[config.mk]
export PLATFORM = sky130hd
export DESIGN_NAME = vpin_endpoint
export DESIGN_NICKNAME = d
export VERILOG_FILES = /design/src/rtl/vpin_pkg.sv /design/src/rtl/hex7seg.sv /design/src/rtl/vpin_endpoint.sv
export SDC_FILE = /design/constraint.sdc
export NUM_CORES = 1
export LEC_CHECK = 0
export ABC_CLOCK_PERIOD_IN_PS = 1730
export CORE_UTILIZATION = 26
export DETAILED_ROUTE_END_ITERATION = 8
export DONT_BUFFER_PORTS = 1
export PLACE_DENSITY_LB_ADDON = 0.3
export REMOVE_ABC_BUFFERS = 1
export SYNTH_ARGS = -nofsm -noshare
export SYNTH_HDL_FRONTEND = slang
export SYNTH_SLANG_ARGS = --single-unit
[constraint.sdc]
create_clock -name CYCLONEV_CLK_50 -period 1.73 [get_ports CYCLONEV_CLK_50]
set_input_delay 0.2595 -clock CYCLONEV_CLK_50 [delete_from_list [all_inputs] [get_ports CYCLONEV_CLK_50]]
set_output_delay 0.2595 -clock CYCLONEV_CLK_50 [all_outputs]
set_load 0.005 [all_outputs]
[src/rtl/vpin_pkg.sv]
// Shared widths, constants and the commit state type for the virtual-pin endpoint.
package vpin_pkg;

  localparam int SW_W       = 10;
  localparam int KEY_W      = 2;
  localparam int PARAM_W    = 32;
  localparam int DIGITS     = 6;
  localparam int STATUS_W   = 9;
  localparam int COMMIT_BIT = 9;

  localparam logic [7:0] SEG_BLANK = 8'hFF;

  typedef enum logic {
    IDLE,
    PENDING
  } commit_state_t;

endpackage

[src/rtl/hex7seg.sv]
// Nibble to display pattern; active-low seven-segment when VPIN_HEX_DECODE_EN is defined,
// otherwise the raw nibble is passed through for the host to decode.
module hex7seg
  import vpin_pkg::*;
(
  input  logic [3:0] nibble,
  output logic [7:0] seg
);

`ifdef VPIN_HEX_DECODE_EN
  // Segments a..g on bits 0..6, decimal point (bit 7) always off.
  always_comb begin
    seg = SEG_BLANK;
    case (nibble)
      4'h0: seg = 8'hC0;
      4'h1: seg = 8'hF9;
      4'h2: seg = 8'hA4;
      4'h3: seg = 8'hB0;
      4'h4: seg = 8'h99;
      4'h5: seg = 8'h92;
      4'h6: seg = 8'h82;
      4'h7: seg = 8'hF8;
      4'h8: seg = 8'h80;
      4'h9: seg = 8'h90;
      4'hA: seg = 8'h88;
      4'hB: seg = 8'h83;
      4'hC: seg = 8'hC6;
      4'hD: seg = 8'hA1;
      4'hE: seg = 8'h86;
      4'hF: seg = 8'h8E;
      default: seg = SEG_BLANK;
    endcase
  end
`else
  assign seg = {4'b0000, nibble};
`endif

endmodule

[src/rtl/vpin_endpoint.sv]
// Design-side endpoint of the JTAG virtual-pin interface: input synchronizers, key pulses,
// toggle-based atomic config commit, status and display registers. Option: VPIN_HEX_DECODE_EN.
module vpin_endpoint
  import vpin_pkg::*;
(
  input  logic                 CYCLONEV_CLK_50,
  input  logic                 reset,
  input  logic [SW_W-1:0]      SW,
  input  logic [KEY_W-1:0]     KEY,
  input  logic [PARAM_W-1:0]   param1,
  input  logic [PARAM_W-1:0]   param2,
  input  logic [PARAM_W-1:0]   param3,
  output logic [SW_W-1:0]      LEDR,
  output logic [7:0]           HEX0,
  output logic [7:0]           HEX1,
  output logic [7:0]           HEX2,
  output logic [7:0]           HEX3,
  output logic [7:0]           HEX4,
  output logic [7:0]           HEX5,
  output logic [SW_W-2:0]      sw_out,
  output logic [KEY_W-1:0]     key_press,
  output logic [PARAM_W-1:0]   cfg_p1,
  output logic [PARAM_W-1:0]   cfg_p2,
  output logic [PARAM_W-1:0]   cfg_p3,
  output logic                 cfg_valid,
  input  logic                 cfg_ready,
  input  logic [STATUS_W-1:0]  status_in,
  input  logic [4*DIGITS-1:0]  disp_value,
  input  logic                 disp_load
);

`ifdef VPIN_HEX_DECODE_EN
  localparam logic [7:0] HEX_RESET = SEG_BLANK;
`else
  localparam logic [7:0] HEX_RESET = 8'h00;
`endif

  logic [SW_W-1:0]     sw_s1_reg, sw_s2_reg, sw_s3_reg;
  logic [KEY_W-1:0]    key_s1_reg, key_s2_reg, key_s3_reg;
  logic [KEY_W-1:0]    key_press_reg;
  logic [STATUS_W-1:0] status_reg;

  // The third SW stage keeps SW and KEY at identical sync depth; nothing reads it.
  logic unused_sw_s3;
  assign unused_sw_s3 = ^sw_s3_reg;

  always_ff @(posedge CYCLONEV_CLK_50) begin
    if (reset) begin
      sw_s1_reg  <= '0;
      sw_s2_reg  <= '0;
      sw_s3_reg  <= '0;
      key_s1_reg <= '0;
      key_s2_reg <= '0;
      key_s3_reg <= '0;
      status_reg <= '0;
    end else begin
      sw_s1_reg  <= SW;
      sw_s2_reg  <= sw_s1_reg;
      sw_s3_reg  <= sw_s2_reg;
      key_s1_reg <= KEY;
      key_s2_reg <= key_s1_reg;
      key_s3_reg <= key_s2_reg;
      status_reg <= status_in;
    end
  end

  for (genvar gi = 0; gi < KEY_W; gi++) begin : g_key
    always_ff @(posedge CYCLONEV_CLK_50) begin
      if (reset) key_press_reg[gi] <= 1'b0;
      else       key_press_reg[gi] <= key_s2_reg[gi] & ~key_s3_reg[gi];
    end
  end

  // Commit handshake. Params are host-static while the toggle propagates, so they are
  // captured without synchronization on the cycle the synchronized toggle is seen.
  commit_state_t      state_reg;
  logic               ack_reg;
  logic               toggle_reg;
  logic               valid_reg;
  logic [PARAM_W-1:0] p1_reg, p2_reg, p3_reg;

  always_ff @(posedge CYCLONEV_CLK_50) begin
    if (reset) begin
      state_reg  <= IDLE;
      ack_reg    <= 1'b0;
      toggle_reg <= 1'b0;
      valid_reg  <= 1'b0;
      p1_reg     <= '0;
      p2_reg     <= '0;
      p3_reg     <= '0;
    end else begin
      case (state_reg)
        IDLE: begin
          if (sw_s2_reg[COMMIT_BIT] != ack_reg) begin
            p1_reg     <= param1;
            p2_reg     <= param2;
            p3_reg     <= param3;
            toggle_reg <= sw_s2_reg[COMMIT_BIT];
            valid_reg  <= 1'b1;
            state_reg  <= PENDING;
          end
        end
        PENDING: begin
          if (cfg_ready) begin
            valid_reg <= 1'b0;
            ack_reg   <= toggle_reg;
            state_reg <= IDLE;
          end
        end
        default: state_reg <= IDLE;
      endcase
    end
  end

  logic [7:0] seg_next [DIGITS];
  logic [7:0] hex_reg  [DIGITS];

  for (genvar gi = 0; gi < DIGITS; gi++) begin : g_digit
    hex7seg u_hex7seg (
      .nibble (disp_value[4*gi +: 4]),
      .seg    (seg_next[gi])
    );
  end

  always_ff @(posedge CYCLONEV_CLK_50) begin
    for (int i = 0; i < DIGITS; i++) begin
      if (reset)          hex_reg[i] <= HEX_RESET;
      else if (disp_load) hex_reg[i] <= seg_next[i];
    end
  end

  assign sw_out    = sw_s2_reg[SW_W-2:0];
  assign key_press = key_press_reg;
  assign cfg_p1    = p1_reg;
  assign cfg_p2    = p2_reg;
  assign cfg_p3    = p3_reg;
  assign cfg_valid = valid_reg;
  assign LEDR      = {ack_reg, status_reg};
  assign HEX0      = hex_reg[0];
  assign HEX1      = hex_reg[1];
  assign HEX2      = hex_reg[2];
  assign HEX3      = hex_reg[3];
  assign HEX4      = hex_reg[4];
  assign HEX5      = hex_reg[5];

endmodule
=== After elaboration in Yosys (flattened, before gate mapping) ===
Memories as Yosys holds them, arrays and structs flattened.
Index checks and enable logic that the tools add are counted.

* RAM bits: 24
* Output and inout bits: 166
* Input port bits: 145
* Memories: 1
* Register bits after elaboration: 137

{| class="wikitable"
|+ Memories
! name !! depth !! bits a word !! read ports !! clocked after Yosys merged registers in !! write ports !! RTL line !! text
|-
| hex_reg || 6 || 4 || 6 || 0 || 6 || vpin_endpoint.sv:116 || <nowiki>logic [7:0] hex_reg [DIGITS];</nowiki>
|}

* Eq/ne operators: 3
* Mux-type cells: 17
* Reduce and logical (&&, ||, !) cells: 3
* Bitwise logic cells: 11

{| class="wikitable"
|+ Operators by type and width
! kind !! number
|-
| 4-bit two-way mux || 6
|-
| 1-bit two-way mux || 9
|-
| 1-bit OR || 6
|-
| 2-bit AND reduction || 3
|-
| 2-bit inequality test (second input constant) || 2
|-
| 1-bit one-hot mux with 2 select lines || 2
|-
| 1-bit inverter || 3
|-
| 1-bit AND || 2
|-
| 1-bit inequality test || 1
|}

=== Longest topological paths before layout ===
* Depth after elaboration: 4
* Depth in mapped cells: 6
* Gate-level depth less buffers: 3

=== By module ===
A second synthesis with hierarchy kept.

* Cells, all modules: 682
* Area total of the unflattened synthesis: 7668.6 um2

{| class="wikitable"
|+ By module, submodules not included
! module !! instances !! area each (um2) !! cells each !! seq. area each (um2)
|-
| vpin_endpoint || 1 || 7285.7 || 628 || 4184.0
|-
| hex7seg || 6 || 63.8 || 9 || 0.0
|}

=== Least setup slack after synthesis ===
Ideal clock, no wire load.

* Kind: input -> register
* From: input reset
* To: memory hex_reg[0][0] (netlist name) (enable)
* Path buffers: 3
* Stages on the path: 4
* Arrival: 1.367 ns
* Library setup time: 0.358 ns
* Path slack: 0.005 ns
* Cell sequence: clkbuf_1 buf_2 buf_1 or2_2

{| class="wikitable"
|+ RTL lines
! item !! RTL line !! text
|-
| from (decl) || vpin_endpoint.sv:7 || <nowiki>input logic reset,</nowiki>
|-
| to (decl) || vpin_endpoint.sv:116 ||
|}

=== Worst setup path after layout ===
* From: register sw_s2_reg[9]
* To: register p3_reg[14] (netlist: cfg_p3[14])

* Word-level cells in the longest chain between the ends: 2

{| class="wikitable"
|+ RTL lines
! item !! RTL line !! text
|-
| from (decl) || vpin_endpoint.sv:38 || <nowiki>logic [SW_W-1:0] sw_s1_reg, sw_s2_reg, sw_s3_reg;</nowiki>
|-
| from (signal assigned) || vpin_endpoint.sv:58 || <nowiki>sw_s2_reg <= sw_s1_reg;</nowiki>
|-
| 1-bit inequality test || vpin_endpoint.sv:94 || <nowiki>if (sw_s2_reg[COMMIT_BIT] != ack_reg) begin</nowiki>
|-
| 2-bit AND reduction (no line) || -- ||
|-
| to (signal assigned) || vpin_endpoint.sv:97 || <nowiki>p3_reg <= param3;</nowiki>
|-
| to (decl) || vpin_endpoint.sv:80 || <nowiki>logic [PARAM_W-1:0] p1_reg, p2_reg, p3_reg;</nowiki>
|}

No other way between the ends.
A chain may end at the register's enable or synchronous reset.

==> results.toml <==
[synthesis]
ys_ff_latch = 161
synth_top_cell_by_area = "dfxtp_1"
synth.distinct_cells = 22
synth_common_cells = "nand2b_1 (193), dfxtp_1 (137), mux2i_1 (96)"
ys.flop_type = "dfxtp_1"
synth_edf_count = 24
synth_warnings = 0
synth_area_leaders = "dfxtp_1 (42%), nand2b_1 (18%), mux2i_1 (15%)"
synth_area_um2 = 6590
synth.most_common_cell = "nand2b_1"
synth_top_cell_area_share = 0.416
syn_inst = 602
avgSynthCellArea_um2 = 10.9
async_flop_share = 0
seq_area_frac_synth = 0.526

[worst_setup_path]
cp_data_required_time_ns = 2.07
cp.arrival_ns = 1.88
reg2reg_from = "sw_s2_reg[9]"
crit_fanout = 49
cp-end-kind = "register"
rr_endpoint = "cfg_p3[14]"
slowest_delay_ns = 0.35
crit_chain = "xor2_1 > and2b_4 > buf_12 > mux2i_1"
ff2ff_setup_slack_ns = 0.19
slowest_stage = "dfxtp_1"
crit_type = "reg -> reg"
r2r_cells = 4
startpoint_type = "register"

[floorplanning]
die-area_um2 = 26000
rows = 57
io_pins = 311
initial_core_util = 0.268
core_area_um2 = 24600
fp.dieH_um = 161
fp.dieW_um = 161

[drt]
viasPerCell = 4.15
drt-initial-drc-count = 156
ant_nets = 0
vias = 4220
wl_mm = 15.7
drc = 0
post_drt_wl_per_cell_um = 15.5
dr.pass1.iters = 4

[global_route]
grt-ovfl-total = 0
antenna_found_initial = 1
grt_pass1_wl_mm = 24.1
grt_usage = 0.120
grt_max_degree = 196
grt_pass1_vias = 4456

[placed_design]
dpl.cell_count = 879
dp_hpwl_mm = 9.85
dpl_cell_area_um2 = 6650
gp_congestion = 0.794
numPortBuffers = 0
place_ws_ns = 0.161

[timing]
maxSlewViolCount = 0
fmax_ghz = 0.650
hold_violations = 0
fin_tns_setup_ns = 0
setup_viol = 0
min_period_over_period = 0.889
skew_ns = 0.00820
finalCriticalPeriod_ns = 1.54
rsz0062_at_grt = "false"
worstMarginPinSlew_ns = 1.11
setup_ws_ns = 0.192
slew_headroom = 0.255

[clock_network]
clock_path_buffers = 2
cts_buffers = 17
h-tree-depth = 4
ctsHoldBuffers = 105
clk_pin_slew_ns = 0.07
cts-root-buf = "clkbuf_16"
post_cts_buffers = 0
cts_tree = "built"
cts.sinks = 161
cts_resized = 0
clock_latency_ns = 0.41

[pwr]
power_density_nw_per_um2 = 1040
ir_worst_vdd_mv = 0.439
power.leakage_nw = 3.04

[layout]
fin_nets = 826
area_growth_pct = 26.6
instances_no_fill = 1018
final_cell_area_um2 = 8340
drive_gt1_frac = 0.0519
nFillCells = 2405

[min_path]
min_to = "cfg_p3[29]"
holdPathStages = 2
min_from = "param3[29]"
worst_hold_path_type = "in -> reg"

[outcome]
status = "finished, final reports clean"

[flow_run]
drv_cap = 0
worst max-delay path by stage:
stage	start	to	slack, ns	depth (start not counted)
6_report	sw_s2_reg[9]	cfg_p3[14]	0.19	4
3_3_place_gp	ack_reg	cfg_p3[26]	0.28	4
4_1_cts	sw_s2_reg[9]	cfg_p2[15]	0.17	4
2_1_floorplan	ack_reg	cfg_p1[0]	-2.32	3
3_5_place_dp	reset	hex_reg[0][1]	0.16	2
5_1_grt	sw_s2_reg[9]	cfg_p2[15]	0.07	4
critical path, delay by kind of cell, from the launching register on:
family	cells	cell delay [ns]
flops	1	0.35
simple gates	1	0.24
buf+inv	1	0.33
mux	1	0.24
xor+xnor	1	0.26
layer usage:
metal | part of all wire | wire, um | GRT usage
met5 | 0 | 0 | 0
met4 | 0.012 | 186 | 0.0412
met3 | 0.090 | 1420 | 0.0478
met2 | 0.52 | 8140 | 0.220
met1 | 0.38 | 6000 | 0.121
stage by stage:
step / power [W] / hold WS (ns) / utilization
3_3_place_gp: 0.00457 / 0.347 / 0.270
6_report: 0.00870 / 0.0144 / 0.339
5_1_grt: 0.00906 / 0.00594 / 0.339
2_1_floorplan: 0.00451 / 0.329 / -
3_5_place_dp: 0.00459 / 0.349 / 0.270
4_1_cts: 0.00884 / 0.000561 / 0.338
cell families after synthesis:
family | count (synthesis) | share of synthesized area
simple gates | 264 | 0.249
flops | 161 | 0.526
mux | 96 | 0.146
buf+inv | 74 | 0.0737
compound gates | 5 | 0.00380
xor+xnor | 1 | 0.00133
other cells | 1 | 0.000569
report_power, final:
part,total [W],internal [W],switching (W)
registers,0.00411,0.00398,0.000128
logic,0.000610,0.000380,0.000230
clock network,0.00398,0.00236,0.00161
placed cells by master, fill, tap and decap left out, types with 2 or more instances in the layout:
cell type,Yosys,layout
conb_1,1,24
inv_6,0,4
mux2i_1,96,96
bufinv_16,0,3
nor2b_1,38,38
nand2_1,3,3
buf_12,0,3
dlygate4sd3_1,0,106
nand2b_1,193,193
a21oi_1,3,3
o21ai_0,2,2
clkbuf_16,0,17
dfxtp_1,137,137
clkbuf_8,0,2
and2_1,24,24
edfxtp_1,24,24
inv_4,0,2
nor2_1,2,2
layout make-up:
| type | count | area (um^2) | area share |
|---|---|---|---|
| well taps | 324 | 405 | 0.0486 |
| clock inverters | 11 | 150 | 0.0180 |
| inverters | 1 | 3.75 | 0.000450 |
| repair buffers | 110 | 1130 | 0.135 |
| clock buffers | 20 | 457 | 0.0548 |
| multi-input cells | 390 | 2730 | 0.327 |
| diodes | 1 | 2.50 | 0.000300 |
| flip-flops and latches | 161 | 3460 | 0.415 |
(Power assumes the default switching activity.)
